### src/rtl/usrt_pkg.sv
// usrt_pkg: definitions shared by the USRT blocks (statusreg, usrt_tx, usrt_rx).
//   tx_state_t  - transmitter frame state
//   PARITY_BIT  - status bit holding the parity enable
//   BAUD_LSB/MSB- status field holding the baud code N (bit period 2<<N)
//   DATA_W      - data bits per frame
package usrt_pkg;

  typedef enum logic [2:0] {
    IDLE   = 3'd0,
    START  = 3'd1,
    DATA   = 3'd2,
    PARITY = 3'd3,
    STOP   = 3'd4
  } tx_state_t;

  localparam int PARITY_BIT = 0;
  localparam int BAUD_LSB   = 1;
  localparam int BAUD_MSB   = 3;
  localparam int DATA_W     = 8;

  // Last count of a half bit period: H-1 = (1<<N)-1, so 0 for N=0 and 127 for N=7.
  function automatic logic [7:0] half_last(input logic [2:0] baud);
    logic [7:0] half;
    half = 8'd1 << baud;
    return half - 8'd1;
  endfunction

endpackage

### src/rtl/usrt_baudgen.sv
// usrt_baudgen: bit-period timing for the USRT transmitter.
//   pclk, reset_n - system clock and asynchronous active-low reset
//   enable        - high while a frame is in flight; low holds the count at zero
//   baud          - latched baud code N, bit period T = 2<<N cycles
//   half_tick     - last cycle of the first (low) half of a bit slot
//   bit_tick      - last cycle of a bit slot
module usrt_baudgen
  import usrt_pkg::*;
(
  input  logic       pclk,
  input  logic       reset_n,
  input  logic       enable,
  input  logic [2:0] baud,
  output logic       half_tick,
  output logic       bit_tick
);

  logic [7:0] half_cnt;
  logic       phase;
  logic       term;

  assign term = (half_cnt == half_last(baud));

  // Held at zero while disabled, so every frame starts counting from a clean slot.
  always_ff @(posedge pclk or negedge reset_n) begin
    if (!reset_n) begin
      half_cnt <= 8'd0;
      phase    <= 1'b0;
    end else if (!enable) begin
      half_cnt <= 8'd0;
      phase    <= 1'b0;
    end else if (term) begin
      half_cnt <= 8'd0;
      phase    <= ~phase;
    end else begin
      half_cnt <= half_cnt + 8'd1;
    end
  end

  assign half_tick = enable & term & ~phase;
  assign bit_tick  = enable & term & phase;

endmodule

### src/rtl/usrt_tx.sv
// usrt_tx: synchronous serial transmitter for the USRT.
// Frame: start(0), 8 data bits LSB first, optional even parity, stop(1).
//   i_Pclk, i_Reset_n - system clock and asynchronous active-low reset
//   i_Status          - config word: bit0 parity enable, bits[3:1] baud code N
//   i_Data, i_Valid   - byte to send, accepted when i_Valid and o_Ready
//   o_Ready           - idle, can accept a byte
//   o_Sclk            - serial clock, low for the first half of each slot
//   o_Txd             - serial data, changes on the o_Sclk falling edge
//   o_Done            - one-cycle pulse when a frame completes
//
// state  | meaning
// IDLE   | line high, waiting for a byte
// START  | driving the start bit (0)
// DATA   | driving data bit bit_idx
// PARITY | driving even parity of the byte
// STOP   | driving the stop bit (1)
module usrt_tx
  import usrt_pkg::*;
(
  input  logic              i_Pclk,
  input  logic              i_Reset_n,
  input  logic [7:0]        i_Status,
  input  logic [DATA_W-1:0] i_Data,
  input  logic              i_Valid,
  output logic              o_Ready,
  output logic              o_Sclk,
  output logic              o_Txd,
  output logic              o_Done
);

  tx_state_t         state;
  logic [DATA_W-1:0] shreg;
  logic              parity_acc;
  logic [3:0]        bit_idx;
  logic [2:0]        baud_q;
  logic              par_en_q;
  logic              half_tick;
  logic              bit_tick;
  logic              accept;
  logic              unused_status_hi;

  assign unused_status_hi = ^i_Status[7:BAUD_MSB+1];
  assign accept           = i_Valid & o_Ready;

  usrt_baudgen u_baudgen (
    .pclk      (i_Pclk),
    .reset_n   (i_Reset_n),
    .enable    (state != IDLE),
    .baud      (baud_q),
    .half_tick (half_tick),
    .bit_tick  (bit_tick)
  );

  always_ff @(posedge i_Pclk or negedge i_Reset_n) begin
    if (!i_Reset_n) begin
      state      <= IDLE;
      shreg      <= '0;
      parity_acc <= 1'b0;
      bit_idx    <= 4'd0;
      baud_q     <= 3'd0;
      par_en_q   <= 1'b0;
      o_Ready    <= 1'b1;
      o_Sclk     <= 1'b1;
      o_Txd      <= 1'b1;
      o_Done     <= 1'b0;
    end else begin
      o_Done <= 1'b0;
      // Rising serial clock mid-slot; the slot boundary below pulls it low again.
      if (half_tick) o_Sclk <= 1'b1;
      case (state)
        IDLE: begin
          if (accept) begin
            shreg      <= i_Data;
            baud_q     <= i_Status[BAUD_MSB:BAUD_LSB];
            par_en_q   <= i_Status[PARITY_BIT];
            parity_acc <= 1'b0;
            bit_idx    <= 4'd0;
            o_Ready    <= 1'b0;
            o_Txd      <= 1'b0;
            o_Sclk     <= 1'b0;
            state      <= START;
          end
        end
        START: begin
          if (bit_tick) begin
            o_Txd  <= shreg[0];
            o_Sclk <= 1'b0;
            state  <= DATA;
          end
        end
        DATA: begin
          if (bit_tick) begin
            parity_acc <= parity_acc ^ shreg[0];
            shreg      <= shreg >> 1;
            o_Sclk     <= 1'b0;
            if (bit_idx == 4'(DATA_W - 1)) begin
              // Parity must include the bit that is finishing now.
              if (par_en_q) begin
                o_Txd <= parity_acc ^ shreg[0];
                state <= PARITY;
              end else begin
                o_Txd <= 1'b1;
                state <= STOP;
              end
            end else begin
              o_Txd   <= shreg[1];
              bit_idx <= bit_idx + 4'd1;
            end
          end
        end
        PARITY: begin
          if (bit_tick) begin
            o_Txd  <= 1'b1;
            o_Sclk <= 1'b0;
            state  <= STOP;
          end
        end
        STOP: begin
          if (bit_tick) begin
            o_Ready <= 1'b1;
            o_Done  <= 1'b1;
            o_Sclk  <= 1'b1;
            o_Txd   <= 1'b1;
            state   <= IDLE;
          end
        end
        default: state <= IDLE;
      endcase
    end
  end

endmodule

### config.mk
export PLATFORM = sky130hd
export DESIGN_NAME = usrt_tx
export DESIGN_NICKNAME = d
export VERILOG_FILES = /design/src/rtl/usrt_pkg.sv /design/src/rtl/usrt_baudgen.sv /design/src/rtl/usrt_tx.sv
export SDC_FILE = /design/constraint.sdc
export NUM_CORES = 1
export LEC_CHECK = 0
export CORE_MARGIN = 2
export CORE_UTILIZATION = 55
export DETAILED_ROUTE_END_ITERATION = 12
export PLACE_DENSITY = 0.75
export SKIP_LAST_GASP = 1
export SYNTH_ARGS = -nofsm -noshare
export SYNTH_HDL_FRONTEND = slang
export SYNTH_HIERARCHICAL = 1
export SYNTH_SLANG_ARGS = --single-unit
### constraint.sdc
create_clock -name i_Pclk -period 3.03 [get_ports i_Pclk]
set_clock_uncertainty 0.2 [all_clocks]
set_input_delay 0.4545 -clock i_Pclk [delete_from_list [all_inputs] [get_ports i_Pclk]]
set_output_delay 0.4545 -clock i_Pclk [all_outputs]
set_load 0.03 [all_outputs]
==> flow_metrics.tcl <==
set metrics [dict create \
    postCtsSetupBuffers 0 \
    remaining_drc_errors 0 \
    grt_pass1_vias 1484 \
    instances_no_fill 243 \
    wl_per_cell_um 15.0 \
    syn2layout_area_growth_pct 16.5 \
    crit_arrival_ns 2.86 \
    syn_inst 174 \
    port_buffers 18 \
    final_core_util 0.663 \
    critPathLaunchType "flop" \
    rrSetupSlack_ns 0.21 \
    rsz0062_at_grt "false" \
    required_ns 3.07 \
    gp_congestion 0.868 \
    crit_end "shreg[3]" \
    irDropWorstVdd_mv 0.463 \
    yosysMostFrequentCell "dfrtp_1" \
    ys_ff_latch 33 \
    synth_top_area_share 0.396 \
    grtUsageTotal 0.218 \
    place_hpwl_um 2600 \
    clock-root-buffer "clkbuf_4" \
    hold_viol 0 \
    synth_top_area_cell "dfrtp_1" \
    drive_gt1_frac 0.223 \
    netlist-cell-type-count 55 \
    p_leak_uw 0.000932 \
    ios 23 \
    grt_max_degree 34 \
    dr.pass1.iters 4 \
    ant_nets 0 \
    total_power_uw 1810 \
    diodes 0 \
    dieArea_um2 3940 \
    r2r_cells 9 \
    via_per_inst 5.93 \
    ys.flop_type "dfrtp_1" \
    hold_buffers 0 \
    grt_pass1_wl_um 6690 \
    htree_levels 2 \
    cts.clk_slew.worst_paths_ns 0.10 \
    synth_nets 195 \
    route.met2.wl_um 1910 \
    status "finished clean" \
    end_kind "flop" \
    relSlewSlack 0.595 \
    final_area_um2 2210 \
    timing.rr.start "baud_q[1]" \
    overflow 0 \
    cts.path.max_buffers 2 \
    finalCritPeriodShare 0.932 \
    min_path_type "input port to asynchronous set/reset pin" \
    initial_core_util 0.569 \
    syn_area_um2 1900 \
    numCtsBuffers 5 \
    cts_tree "done" \
    fin_crit_ns 2.82 \
    seq_area_frac_synth 0.437 \
    synth.avg_cell_area_um2 10.9 \
    crit_type "flop to flop" \
    synth-edff-count 0 \
    cts_resized 0 \
    reg2reg_to "shreg[3]" \
    fmaxAchievable_mhz 354 \
    worstMarginPinSlew_ns 0.605 \
    final_nets 217 \
    synth_commonest_cells "dfrtp_1 (30), mux2_2 (13), nor2_1 (13), nand2_1 (10), nand3_1 (8)" \
    crit_path_max_fanout 10 \
    async_reset_ff_frac 1.00 \
    vias 1440 \
    drt-met1-wl_um 1470 \
    critPathLaunch "baud_q[1]" \
    fp.dieW_um 62.7 \
    dp_cells 235 \
    num_rows 21 \
    yosysWarnings 6 \
    wl_um 3650 \
    dr.first_iter.drc_count 81 \
    synthTopCellsByArea "dfrtp_1 (40%), mux2_2 (7.7%), dfstp_2 (4.2%), mux2_4 (3.2%), xor2_1 (2.8%)" \
    powerDensity_nw_per_um2 820 \
    cap_violations 0 \
    clock-sinks 33 \
    drv_slew 0 \
    die_height_um 62.7 \
    fin_setup_tns_ns 0 \
    placed_cell_area_um2 2130 \
    antenna_found_initial 0 \
    insertion_delay_ns 0.34 \
    setup_viol 0 \
    maxUsedRoutingLayer "met4" \
    wl_met3_um 172 \
    core_um2 3340 \
]
[critical path, stage by stage (launching register included)]
cell,delay [ns]
dfrtp_1,0.49
o21bai_2,0.15
o21ai_1,0.08
a221o_1,0.42
nor4_4,0.31
and3_1,0.22
nand2_1,0.09
a211oi_4,0.27
buf_12,0.16
mux2_2,0.33
[logic make-up (layout without fill, tap and decap cells)]
group / Yosys count / count (layout) / synth area share
AOI/OAI and AO/OA: 35 / 35 / 0.152
xor gates and xnor gates: 8 / 8 / 0.0369
adders and majority gates: 2 / 2 / 0.0132
buffers and inverters: 13 / 36 / 0.0376
DFF: 33 / 33 / 0.437
muxes: 23 / 23 / 0.142
and+or+nand+nor: 60 / 60 / 0.182
[power breakdown]
| group | total (uW) | switching [uW] | internal, uW | leakage (uW) |
|---|---|---|---|---|
| combinational | 744 | 356 | 388 | 0.000477 |
| sequential | 786 | 183 | 603 | 0.000414 |
| clock | 284 | 150 | 134 | 0.0000413 |
[through the flow]
stage	setup WS (ns)	hold slack, ns
floorplan	0.275	-0.0411
global placement	0.200	0.284
detailed placement	0.155	0.298
CTS	0.118	0.309
global route	0.0439	0.331
finish	0.206	0.304
[layer usage]
metal,global-route usage,vias up
li1,-,679
met3,0.0631,11
met2,0.375,39
met5,0,-
met1,0.254,711
met4,0.0917,0
[state kept, by name (all words and copies together), names as in the netlist]
signal	count
u_baudgen/half_cnt	8
u_baudgen/phase	1
par_en_q	1
shreg	8
bit_idx	4
o_Ready	1
o_Sclk	1
state	3
o_Done	1
baud_q	3
o_Txd	1
parity_acc	1
[final cells by class]
class / instances / area [um2]
clock inverters: 1 / 5.00
well taps: 46 / 57.6
multi-input cells: 128 / 1010
inverters: 5 / 18.8
repair buffers: 23 / 230
flip-flops and latches: 33 / 830
clock buffers: 7 / 65.1
fillers: 278 / 1120
[worst min-delay path by stage]
stage               startpoint         end  slack [ns]
floorplan            i_Reset_n   baud_q[0]       -0.04
global placement      shreg[7]    shreg[7]        0.28
detailed placement    shreg[6]    shreg[6]        0.30
CTS                  i_Reset_n  parity_acc        0.31
global route         i_Reset_n    shreg[0]        0.33
finish               i_Reset_n  parity_acc        0.30
[placed cells by master, fill, tap and decap left out, drive strengths merged, types with 3 or more instances in the layout]
cell type / count
dfstp: 3
o221ai: 3
mux2i: 4
o21ai: 6
a21oi: 7
xor2: 6
nor2: 13
nor2b: 3
buf: 5
nand3: 8
inv: 5
mux2: 19
clkdlybuf4s50: 18
and3: 7
clkbuf: 7
dfrtp: 30
nor3: 3
nand2: 10
No activity file was read; power rests on OpenSTA's default activity.
